===== src/rtl/pipe_pkg.sv =====
// Shared pipeline definitions: hazard sequencer states and the hard-wired zero register.
package pipe_pkg;
   typedef enum logic [1:0] {
      RUN      = 2'd0,
      FLUSH    = 2'd1,
      MEM_WAIT = 2'd2,
      ILLEGAL  = 2'd3
   } state_e;

   localparam logic [4:0] REG_ZERO = 5'd0;
endpackage


===== src/rtl/sat_counter.sv =====
// Up-counter that sticks at all-ones instead of wrapping; clr wins over inc.
module sat_counter #(
   parameter int W = 8
) (
   input  logic         clk,
   input  logic         clr,
   input  logic         inc,
   output logic [W-1:0] cnt
);
   always_ff @(posedge clk) begin
      if (clr)
         cnt <= '0;
      else if (inc && cnt != '1)
         cnt <= cnt + W'(1);
   end
endmodule


===== src/rtl/hazard_ctrl_unit.sv =====
// Pipeline sequencer for hazards forwarding cannot cover: load-use stall,
// taken-branch flush window and data-memory freeze with timeout detection.
module hazard_ctrl_unit
   import pipe_pkg::*;
#(
   parameter int FLUSH_CYCLES = 2,
   parameter int MEM_TIMEOUT  = 64,
   parameter int CNT_W        = 16
) (
   input  logic             clk,
   input  logic             rst,
   input  logic [4:0]       rs_IF_ID,
   input  logic [4:0]       rt_IF_ID,
   input  logic             uses_rt_IF_ID,
   input  logic [4:0]       rt_ID_EX,
   input  logic             MemRead_ID_EX,
   input  logic             branch_taken_EX,
   input  logic             mem_busy,
   output logic             PC_write,
   output logic             IF_ID_write,
   output logic             IF_ID_flush,
   output logic             ID_EX_write,
   output logic             ID_EX_flush,
   output logic             EX_MEM_write,
   output logic [CNT_W-1:0] stall_cnt,
   output logic             mem_err,
   output logic [1:0]       state_o
);
   localparam logic [2:0] FLUSH_INIT = 3'(FLUSH_CYCLES - 1);
   localparam state_e     BR_NEXT    = (FLUSH_CYCLES > 1) ? FLUSH : RUN;

   state_e     state, state_nxt, ret_state, eff;
   logic [2:0] flush_ctr, flush_ctr_nxt;
   logic [7:0] wait_ctr;
   logic       load_use, stall_inc;

   assign load_use = MemRead_ID_EX && (rt_ID_EX != REG_ZERO) &&
                     ((rt_ID_EX == rs_IF_ID) || (uses_rt_IF_ID && rt_ID_EX == rt_IF_ID));

   // On leaving a freeze the cycle behaves as the state that was interrupted.
   assign eff = (state == MEM_WAIT) ? ret_state : state;

   always_comb begin
      PC_write      = 1'b1;
      IF_ID_write   = 1'b1;
      ID_EX_write   = 1'b1;
      EX_MEM_write  = 1'b1;
      IF_ID_flush   = 1'b0;
      ID_EX_flush   = 1'b0;
      state_nxt     = RUN;
      flush_ctr_nxt = flush_ctr;
      stall_inc     = 1'b0;
      if (rst) begin
         flush_ctr_nxt = '0;
      end else if (mem_busy) begin
         PC_write     = 1'b0;
         IF_ID_write  = 1'b0;
         ID_EX_write  = 1'b0;
         EX_MEM_write = 1'b0;
         state_nxt    = MEM_WAIT;
         stall_inc    = 1'b1;
      end else begin
         case (eff)
            RUN: begin
               if (branch_taken_EX) begin
                  IF_ID_flush   = 1'b1;
                  ID_EX_flush   = 1'b1;
                  flush_ctr_nxt = FLUSH_INIT;
                  state_nxt     = BR_NEXT;
               end else if (load_use) begin
                  PC_write    = 1'b0;
                  IF_ID_write = 1'b0;
                  ID_EX_flush = 1'b1;
                  stall_inc   = 1'b1;
               end
            end
            FLUSH: begin
               IF_ID_flush = 1'b1;
               ID_EX_flush = 1'b1;
               if (branch_taken_EX) begin
                  flush_ctr_nxt = FLUSH_INIT;
                  state_nxt     = BR_NEXT;
               end else begin
                  flush_ctr_nxt = (flush_ctr == 3'd0) ? 3'd0 : flush_ctr - 3'd1;
                  state_nxt     = (flush_ctr <= 3'd1) ? RUN : FLUSH;
               end
            end
            default: state_nxt = RUN;
         endcase
      end
   end

   always_ff @(posedge clk) begin
      if (rst) begin
         state     <= RUN;
         ret_state <= RUN;
         flush_ctr <= '0;
         mem_err   <= 1'b0;
      end else begin
         state     <= state_nxt;
         flush_ctr <= flush_ctr_nxt;
         if (mem_busy && state != MEM_WAIT)
            ret_state <= (state == FLUSH) ? FLUSH : RUN;
         if (mem_busy && wait_ctr >= 8'(MEM_TIMEOUT - 1))
            mem_err <= 1'b1;
      end
   end

   sat_counter #(.W(CNT_W)) u_stall_cnt (
      .clk (clk),
      .clr (rst),
      .inc (stall_inc),
      .cnt (stall_cnt)
   );

   sat_counter #(.W(8)) u_wait_ctr (
      .clk (clk),
      .clr (rst || !mem_busy),
      .inc (mem_busy),
      .cnt (wait_ctr)
   );

   assign state_o = state;
endmodule

===== config.mk =====
export PLATFORM = sky130hd
export DESIGN_NAME = hazard_ctrl_unit
export DESIGN_NICKNAME = d
export VERILOG_FILES = /design/src/rtl/pipe_pkg.sv /design/src/rtl/sat_counter.sv /design/src/rtl/hazard_ctrl_unit.sv
export SDC_FILE = /design/constraint.sdc
export NUM_CORES = 1
export LEC_CHECK = 0
export CORE_AREA = 2 2 71 73
export DETAILED_ROUTE_END_ITERATION = 10
export DIE_AREA = 0 0 73 75
export GPL_ROUTABILITY_DRIVEN = 0
export PLACE_DENSITY = 0.68
export SETUP_SLACK_MARGIN = 0.3
export SLEW_MARGIN = 10
export SYNTH_ARGS = -nofsm -noshare
export SYNTH_HDL_FRONTEND = slang
export SYNTH_HIERARCHICAL = 1
export SYNTH_SLANG_ARGS = --single-unit

===== constraint.sdc =====
create_clock -name clk -period 3.03 [get_ports clk]
set_input_delay 0.909 -clock clk [delete_from_list [all_inputs] [get_ports clk]]
set_output_delay 0.909 -clock clk [all_outputs]
set_load 0.02 [all_outputs]

== Yosys cells after proc, flatten, opt, wreduce, memory -nomap -nowiden ==
Cells that the tools add are included.

* Add/sub/neg operators: 3
* Order comparisons: 2
* Equal/unequal tests: 9
* Muxes and demuxes: 31
* Bitwise gates (word level): 1
* Reduce and logical (&&, ||, !) cells: 16

{| class="wikitable"
|+ Operators by type and width
! kind !! number
|-
| 2-to-1 mux 1 bit || 22
|-
| adder 16 x 1 -> 16 bit (second input constant) || 1
|-
| inequality test 16 bit (second input constant) || 1
|-
| == test 5 bit || 2
|-
| 2-to-1 mux 3 bit || 3
|-
| adder 8 x 1 -> 8 bit (second input constant) || 1
|-
| greater-or-equal comparator 8 x 6 -> 1 bit (second input constant) || 1
|-
| inequality test 8 bit (second input constant) || 1
|-
| logical AND 1 bit || 7
|-
| case mux 3 bit (2 select lines) || 1
|-
| nonzero test 5 bit || 1
|-
| == test 2 x 1 -> 1 bit (second input constant) || 2
|-
| 2-to-1 mux 2 bit || 2
|-
| inequality test 2 bit (second input constant) || 2
|-
| case mux 1 bit (2 select lines) || 2
|-
| case mux 2 bit (2 select lines) || 1
|-
| less-or-equal comparator 3 x 1 -> 1 bit (second input constant) || 1
|-
| zero test 3 bit || 1
|-
| AND reduction 3 bit || 1
|-
| subtractor 3 x 1 -> 3 bit (second input constant) || 1
|-
| == test 2 bit (second input constant) || 1
|-
| zero test 2 bit || 1
|-
| logical OR 1 bit || 2
|-
| nonzero test 2 bit || 1
|-
| other kinds (3) || 3
|}

* Flip-flop bits (word level): 32
* Bits of input ports: 21
* Output and inout port bits: 25
* Logic and storage cells: 69

== Logic depth before layout (Yosys ltp) ==
Gate-level depths: netlist (run 1).

* Depth in word-level cells: 10
* Mapped depth: 8
* Gate-level depth less buffers: 8

== Modules after synthesis ==
Netlist (run 1), hierarchy kept.

{| class="wikitable"
|+ By module, submodules not included
! module !! times used !! cells an instance !! area an instance (um^2)
|-
| sat_counter at u_stall_cnt || 1 || 99 || 848.3
|-
| hazard_ctrl_unit || 1 || 68 || 533.0
|-
| sat_counter at u_wait_ctr || 1 || 46 || 430.4
|}

== Worst setup path before layout (run 1) ==
OpenSTA, ideal clock, no wires.

* Path kind: input-to-reg
* Start point: in rt_ID_EX[3]
* End point: reg u_stall_cnt.cnt[9]
* Setup time: 0.070 ns
* Arrival: 3.089 ns
* Setup slack: -0.129 ns
* Stages: 8
* Buffers on the path: 1
* Path through: xor2_1 -> nor4_2 -> a32oi_1 -> o41ai_1 -> nand2_1 -> clkbuf_1 -> or4_1 -> a21oi_1

* Word-level cells in the longest chain between the ends: 10

{| class="wikitable"
|+ Ends and longest elaborated chain
! element !! line !! source
|-
| start: declaration || hazard_ctrl_unit.sv:15 || <nowiki>input logic [4:0] rt_ID_EX,</nowiki>
|-
| == test 5 bit || hazard_ctrl_unit.sv:38 || <nowiki>((rt_ID_EX == rs_IF_ID) || (uses_rt_IF_ID && rt_ID_EX == rt_IF_ID));</nowiki>
|-
| logical AND 1 bit || hazard_ctrl_unit.sv:38 ||
|-
| logical OR 1 bit || hazard_ctrl_unit.sv:38 ||
|-
| logical AND 1 bit (*) || hazard_ctrl_unit.sv:37 || <nowiki>assign load_use = MemRead_ID_EX && (rt_ID_EX != REG_ZERO) &&</nowiki>
|-
| 2-to-1 mux 1 bit (*) || hazard_ctrl_unit.sv:70 || <nowiki>end else if (load_use) begin</nowiki>
|-
| 2-to-1 mux 1 bit (*) || hazard_ctrl_unit.sv:65 || <nowiki>if (branch_taken_EX) begin</nowiki>
|-
| 2-to-1 mux 1 bit (*) || hazard_ctrl_unit.sv:63 || <nowiki>case (eff)</nowiki>
|-
| 2-to-1 mux 1 bit (*) || hazard_ctrl_unit.sv:55 || <nowiki>end else if (mem_busy) begin</nowiki>
|-
| 2-to-1 mux 1 bit (*) || hazard_ctrl_unit.sv:53 || <nowiki>if (rst) begin</nowiki>
|-
| named net stall_inc || hazard_ctrl_unit.sv:35 || <nowiki>logic load_use, stall_inc;</nowiki>
|-
| logical AND 1 bit (*) || sat_counter.sv:13 || <nowiki>else if (inc && cnt != '1)</nowiki>
|-
| end signal: assignment || sat_counter.sv:14 || <nowiki>cnt <= cnt + W'(1);</nowiki>
|-
| end: declaration || sat_counter.sv:8 || <nowiki>output logic [W-1:0] cnt</nowiki>
|}

Mark *: on every way through the listed nets, which the timed path passes. The rest lies on a longest branch.
A chain may end at the register's enable or synchronous reset.

== Final worst setup path (run 1) ==
* Start point: in rt_ID_EX[1]
* End point: out IF_ID_write

* Word-level cells in the longest chain between the ends: 9

{| class="wikitable"
|+ Ends and longest elaborated chain
! element !! line !! source
|-
| == test 5 bit || hazard_ctrl_unit.sv:38 ||
|-
| logical AND 1 bit || hazard_ctrl_unit.sv:38 ||
|-
| logical OR 1 bit || hazard_ctrl_unit.sv:38 ||
|-
| logical AND 1 bit (*) || hazard_ctrl_unit.sv:37 ||
|-
| 2-to-1 mux 1 bit (*) || hazard_ctrl_unit.sv:70 ||
|-
| 2-to-1 mux 1 bit (*) || hazard_ctrl_unit.sv:65 ||
|-
| 2-to-1 mux 1 bit (*) || hazard_ctrl_unit.sv:63 ||
|-
| 2-to-1 mux 1 bit (*) || hazard_ctrl_unit.sv:55 ||
|-
| 2-to-1 mux 1 bit (*) || hazard_ctrl_unit.sv:53 ||
|-
| end: declaration || hazard_ctrl_unit.sv:20 || <nowiki>output logic IF_ID_write,</nowiki>
|}

Every way passes the cells marked *; elsewhere a longest branch is shown, timed or not.

==> metrics.cfg, run 1 <==
[routing]
dr_total_vias = 1871
wl_per_cell_um = 13.7
initialDrtViolationCount = 74
post_drt_via_cell_ratio = 5.49
drc = 0
antenna_left = 0
dr.pass1.iters = 4
drt_wl_total_um = 4670

[clock_tree]
htreeDepth = 2
hold_buffers = 0
cts_made_buffers = 5
cts_tree = done
cts-root-buf = clkbuf_8
clock_path_buffers = 2
clock-sinks = 31
clkTransAtPathRegs_ns = 0.06
clk_latency_ns = 0.28

[sta]
setup_viol = 3
fin_ws_ns = -0.0185
drv_slew = 0
finalHoldViolations = 0
fin_crit_sh = 1.01
finClkSkew_ns = 0.00914
worstMarginPinSlew_ns = 1.00
grt_setup_unrepaired = yes
max_freq_ghz = 0.328
period_needed_ns = 3.05
relSlewSlack = 0.328

[synth]
synth_warnings = 6
synth_nets = 238
syn_area_per_cell_um2 = 8.51
synthCells = 213
netlist_area_um2 = 1810
ys_seq_elements = 31
synth_seq_area_share = 0.343
synth_cell_type_count = 55

[worst_setup_path]
worstReg2RegStart = state_o[1]
worstSetupEndpointType = output port
start_kind = input pin
crit_arrival_ns = 2.14
reg2reg_slack_ns = 0.67
required_ns = 2.12
rr_worst_depth = 9
reg2reg_to = u_stall_cnt/cnt[12]
worstPathMaxFanout = 3
critPathKind = in2out

[grt]
track_usage = 0.175
antenna_found_initial = 0
grt_pass1_vias = 1692
overflow = 0
grt_max_degree = 23
grt_pass1_wl_um = 7560

[final_layout]
layout.cell_area.non_filler_um2 = 2860
drive_gt1_frac = 0.331
antenna_cells = 0
stdcell_count = 341
num-nets-final = 311
syn2layout_area_growth_pct = 57.7

[worst_hold_path]
hold_end = mem_err
hold_path.startpoint = mem_err
min_path_cells = 2
min_path_type = reg2reg

[place]
port_buffers = 45
post-place-cells = 324
dp_slack_ns = -0.812
dp_hpwl_um = 3190
dpl-instance-area_um2 = 2460

[floorplanning]
rows = 25
io_pins = 46
core_area_um2 = 4660
die_h_um = 75
chipWidth_um = 73
start_util = 0.389
design.die.area_um2 = 5480

[power_and_ir_drop]
vdd_ir_drop_max_mv = 0.194
power.density_nw_per_um2 = 304
leakage_nw = 1.11
power_uw = 868

[run]
maxCapViolations = 0

[run_status]
outcome = finished with violations
violations = setup timing

-- worst max path at each step --
stage	start	to	slack, ns	cells past startpoint
after floorplan	rt_ID_EX[3]	PC_write	0.04	5
after global routing	rt_ID_EX[1]	u_stall_cnt/cnt[12]	-0.09	13
after global placement	rt_ID_EX[3]	PC_write	-0.79	6
after CTS	rt_IF_ID[2]	PC_write	-0.13	6
final	rt_ID_EX[1]	IF_ID_write	-0.02	6
after detailed placement	rt_ID_EX[1]	PC_write	-0.81	6
-- cell type report --
class                      instances  area, µm²
tap                               54       67.6
multi-input combinational        164       1360
fill                             389       1800
sequential                        31        621
inverter                          10       40.0
clock inverter                     1       5.00
clock buffer                       7       76.3
timing repair buffer              74        689
-- per-stage QoR --
step	utilization	TNS (ns)	hold slack, ns
2_1_floorplan	-	0	0.463
4_1_cts	0.584	-0.260	0.489
6_report	0.613	-0.0436	0.480
5_1_grt	0.613	-0.339	0.527
3_3_place_gp	0.528	-6.20	0.453
3_5_place_dp	0.528	-6.74	0.467
-- flip-flops by register name (all words and copies together) (netlist names) --
name / cells
u_wait_ctr/cnt: 8
mem_err: 1
ret_state: 1
state_o: 2
u_stall_cnt/cnt: 16
flush_ctr: 3
-- routing by layer --
| layer | share of wire | track usage | up-vias | wire length (µm) |
|---|---|---|---|---|
| met5 | 0 | 0 | - | 0 |
| met4 | 0.011 | 0.0679 | 0 | 53 |
| met3 | 0.042 | 0.0495 | 4 | 195 |
| met2 | 0.49 | 0.284 | 42 | 2300 |
| met1 | 0.45 | 0.220 | 880 | 2120 |
| li1 | - | - | 945 | - |
-- cells in the mapped netlist, drive strengths merged --
cell type | count | area share
dfxtp | 31 | 0.34
a21oi | 18 | 0.050
nand2 | 16 | 0.035
nor2 | 14 | 0.029
inv | 10 | 0.021
nor3 | 10 | 0.028
o21ai | 10 | 0.028
or4 | 9 | 0.037
xor2 | 9 | 0.044
nand3 | 8 | 0.022
nand4 | 7 | 0.032
o31ai | 6 | 0.025
and4 | 5 | 0.024
buf | 5 | 0.019
ha | 4 | 0.028
nand2b | 4 | 0.014
nor4 | 4 | 0.026
or3 | 4 | 0.015
a211oi | 3 | 0.012
clkbuf | 3 | 0.0062
xnor2 | 3 | 0.015
a21boi | 2 | 0.015
and3 | 2 | 0.0097
mux2 | 2 | 0.014
mux2i | 2 | 0.011
nor2b | 2 | 0.0069
o21a | 2 | 0.0083
o21bai | 2 | 0.0083
o41ai | 2 | 0.0097
a211o | 1 | 0.0048
a21o | 1 | 0.0041
a22oi | 1 | 0.0041
a2bb2oi | 1 | 0.0048
a311oi | 1 | 0.0048
a31oi | 1 | 0.0035
a32oi | 1 | 0.0048
and2b | 1 | 0.0048
nand3b | 1 | 0.0041
nor4bb | 1 | 0.0055
o311a | 1 | 0.0055
o311ai | 1 | 0.0048
o32ai | 1 | 0.0048
o41a | 1 | 0.0062
-- layout by cell type (no fill, tap or decap), types with 3 or more instances in the layout --
cell / n
dlygate4sd2_1: 8
dfxtp_1: 31
buf_4: 19
nand4_1: 6
or4_1: 3
clkbuf_8: 5
nand2_4: 3
or4_4: 6
nor2_1: 13
o31ai_1: 5
a21oi_2: 3
or3_1: 3
a21oi_1: 15
nand2_1: 12
and4_1: 4
o21ai_0: 6
a211oi_1: 3
clkdlybuf4s50_1: 21
buf_6: 18
nor3_1: 6
xor2_1: 7
ha_1: 4
buf_2: 3
nand3_1: 8
inv_1: 9
nor3_2: 3
-- where the power goes --
group          internal, mW  total [mW]  switching [mW]
clock                 0.161       0.308           0.147
sequential            0.412       0.419         0.00670
combinational        0.0755       0.141          0.0651
total                 0.649       0.868           0.219
-- worst max-delay path, stage by stage --
cell and delay [ns]:
buf_8 0.10, xor2_2 0.16, nor4_2 0.28, a32oi_2 0.16, o41a_1 0.37, buf_6 0.15
-- logic make-up (layout without fill, tap and decap cells) --
| logic type | after synthesis | count (layout) | share of synthesized area |
|---|---|---|---|
| compound gates | 56 | 56 | 0.208 |
| xor+xnor | 12 | 12 | 0.0580 |
| fa+ha+maj | 4 | 4 | 0.0276 |
| buf+inv | 18 | 92 | 0.0463 |
| flops | 31 | 31 | 0.343 |
| mux | 4 | 4 | 0.0256 |
| simple gates | 88 | 88 | 0.292 |
-- what timing repair did --
item / 4_1_cts / 5_1_grt
setup buffers: 5 / 4
pin swaps: 23 / 13
resized for setup: 108 / 29
setup endpoints to repair: 21 / 21
Power figures use the tool's default switching activity.
==> run 2: changes to the inputs <==
- CORE_AREA: 2 2 71 73 -> 2 2 68 70
- DIE_AREA: 0 0 73 75 -> 0 0 70 72
- PLACE_DENSITY: 0.68 -> 0.73
==> run 2 against run 1 <==
Net effect: the run now ends clean; utilization rose by 3.8 points; register-to-register slack improved by 0.02 ns; sequential power barely moved; largest power group unchanged.
==> metrics.cfg, run 2 (synthesized netlist as in run 1, its figures left out) <==
[worst_hold_path]
min_path_type = reg2reg  ; unchanged
hold_path.startpoint = mem_err  ; unchanged
min_path_cells = 2  ; unchanged
hold_end = mem_err  ; unchanged

[routing]
antenna_left = 0  ; unchanged
post_drt_via_cell_ratio = 5.54  ; was 5.49
drc = 0  ; unchanged
dr.pass1.iters = 4  ; unchanged
drt_wl_total_um = 4870  ; was 4670 µm
wl_per_cell_um = 14.4  ; was 13.7 µm
initialDrtViolationCount = 95  ; was 74
dr_total_vias = 1878  ; was 1871

[grt]
track_usage = 0.195  ; was 0.175
use_met2 = 0.327  ; was 0.284
grt_pass1_wl_um = 8110  ; was 7560 µm
grt_pass1_vias = 1811  ; was 1692
antenna_found_initial = 0  ; unchanged
grt_max_degree = 23  ; unchanged
grt_use_met3 = 0.0486  ; was 0.0495
overflow = 0  ; unchanged
met1_usage = 0.247  ; was 0.220
top_usage_layer = met2  ; unchanged

[power_and_ir_drop]
internal_power_uw = 663  ; was 649 µW
p_sw_frac = 0.256  ; was 0.252
power.share.clock = 0.378  ; was 0.355
vdd_ir_drop_max_mv = 0.190  ; was 0.194 mV
leakage_nw = 1.07  ; was 1.11 nW
power.density_nw_per_um2 = 321  ; was 304 nW/µm²
combinationalPowerShare = 0.151  ; was 0.162
p_sw_uw = 228  ; was 219 µW
sequentialPowerShare = 0.471  ; was 0.483

[final_layout]
fillers = 372  ; was 389
stdcell_count = 339  ; was 341
final_common_cell = dfxtp_1  ; unchanged
syn2layout_area_growth_pct = 53.2  ; was 57.7%
largest_register = u_stall_cnt/cnt  ; unchanged
antenna_cells = 0  ; unchanged
postLayoutCoreUtil = 0.651  ; was 0.613
drive_gt1_frac = 0.303  ; was 0.331
largest_register_ffs = 16  ; unchanged
final_cell_mix = dfxtp_1, buf_4, clkdlybuf4s50_1, a21oi_1, buf_6  ; was dfxtp_1, clkdlybuf4s50_1, buf_4, buf_6, a21oi_1
num-nets-final = 312  ; was 311
largestRegisters = u_stall_cnt/cnt (16), u_wait_ctr/cnt (8), flush_ctr (3)  ; unchanged

[sta]
finClkSkew_ns = 0.00522  ; was 0.00914 ns
worstMarginPinSlew_ns = 1.03  ; was 1.00 ns
period_needed_ns = 3.01  ; was 3.05 ns
relSlewSlack = 0.305  ; was 0.328
fin_crit_sh = 0.994  ; was 1.01
grt_setup_unrepaired = yes  ; unchanged
drv_slew = 0  ; unchanged
max_freq_ghz = 0.332  ; was 0.328 GHz
finalHoldViolations = 0  ; unchanged
fin_ws_ns = 0.0183  ; was -0.0185 ns
setup_viol = 0  ; was 3
hold_slack_ns = 0.478  ; was 0.480 ns
tns_ns = 0  ; was -0.0436 ns

[worst_setup_path]
reg2reg_slack_ns = 0.69  ; was 0.67 ns
start_kind = input pin  ; unchanged
reg2reg_to = u_stall_cnt/cnt[6]  ; was u_stall_cnt/cnt[12]
rr_worst_depth = 9  ; unchanged
worstPathMaxFanout = 3  ; unchanged
critPathKind = in2out  ; unchanged
crit_arrival_ns = 2.10  ; was 2.14 ns
cp_slowest_cell = o41a_1  ; unchanged
required_ns = 2.12  ; about the same
cp_slowest_stage_delay_ns = 0.37  ; about the same
cp_cell_sequence = buf_8, xor2_2, nor4_2, a32oi_1, o41a_1, buf_6  ; was buf_8, xor2_2, nor4_2, a32oi_2, o41a_1, buf_6
worstReg2RegStart = state_o[1]  ; unchanged
worstSetupEndpointType = output port  ; unchanged

[place]
dp_hpwl_um = 3210  ; was 3190 µm
port_buffers = 45  ; unchanged
dp_slack_ns = -0.785  ; was -0.812 ns
post-place-cells = 324  ; unchanged

[clock_tree]
cts_tree = done  ; unchanged
clk_latency_ns = 0.28  ; about the same
clock_path_buffers = 2  ; unchanged
cts_made_buffers = 5  ; unchanged
clkTransAtPathRegs_ns = 0.07  ; was 0.06 ns
cts-root-buf = clkbuf_8  ; unchanged
htreeDepth = 2  ; unchanged
clock-sinks = 31  ; unchanged

[floorplanning]
die_h_um = 72  ; was 75 µm
core_area_um2 = 4260  ; was 4660 µm²
rows = 24  ; was 25
design.die.area_um2 = 5040  ; was 5480 µm²
chipWidth_um = 70  ; was 73 µm
start_util = 0.425  ; was 0.389
io_pins = 46  ; unchanged

[run]
maxCapViolations = 0  ; unchanged

[run_status]
outcome = finished clean  ; was finished with violations

-- run 2: cell types whose count changed in the layout (fill, tap and decap cells not counted), sizes merged --
cell,before,now
buf,41,42
clkbuf,9,7
clkdlybuf4s15,1,2
-- run 2: how the worst max path moves through the flow --
| stage | cells after the start | slack [ns] | end | start |
|---|---|---|---|---|
| floorplan | 5 | 0.04 | PC_write | rt_ID_EX[3] |
| global placement | 6 | -0.75 | PC_write | rt_ID_EX[3] |
| detailed placement | 6 | -0.78 | PC_write | rt_ID_EX[3] |
| CTS | 6 | -0.07 | PC_write | rt_IF_ID[2] |
| global route | 14 | -0.08 | u_stall_cnt/cnt[12] | rt_ID_EX[3] |
| finish | 6 | 0.02 | PC_write | rt_ID_EX[3] |
-- run 2: cell type report --
| type | count | area (µm²) | share of cell area |
|---|---|---|---|
| Multi-Input combinational cell | 164 | 1280 | 0.461 |
| Timing Repair Buffer | 75 | 683 | 0.246 |
| Sequential cell | 31 | 621 | 0.224 |
| Clock buffer | 6 | 82.6 | 0.0298 |
| Tap cell | 52 | 65.1 | 0.0234 |
| Inverter | 10 | 40.0 | 0.0144 |
| Clock inverter | 1 | 5.00 | 0.00180 |
-- run 2: per-layer routing --
layer / up-vias / part of all wire
met5: - / 0
met4: 0 / 0.014
met3: 6 / 0.049
met2: 44 / 0.49
met1: 882 / 0.45
li1: 946 / -
-- run 2: power by group through the flow --
stage	logic (mW)	registers [mW]	clock network [mW]
after CTS	0.128	0.419	0.344
after global routing	0.145	0.419	0.356
after detailed placement	0.123	0.428	0
final	0.134	0.419	0.337
after floorplan	0.0509	0.429	0
after global placement	0.120	0.428	0
-- run 2: critical path, delay by kind of cell --
family	cells	cell delay [ns]
buffers and inverters	2	0.25
AND/OR/NAND/NOR	1	0.25
AO/OA/AOI/OAI	2	0.52
XOR/XNOR	1	0.16
-- run 2: repair_timing --
action	CTS	global route
pin swaps	19	12
gates cloned	1	0
setup buffers	3	4
resized for setup	102	16
hold buffers	0	0
endpoints found under the setup margin	22	20
-- run 2: metrics by stage --
| stage | power (mW) | instance area, µm² |
|---|---|---|
| after global routing | 0.920 | 2780 |
| after global placement | 0.548 | 2470 |
| after floorplan | 0.480 | 1850 |
| after CTS | 0.890 | 2690 |
| after detailed placement | 0.551 | 2470 |
| final | 0.890 | 2780 |
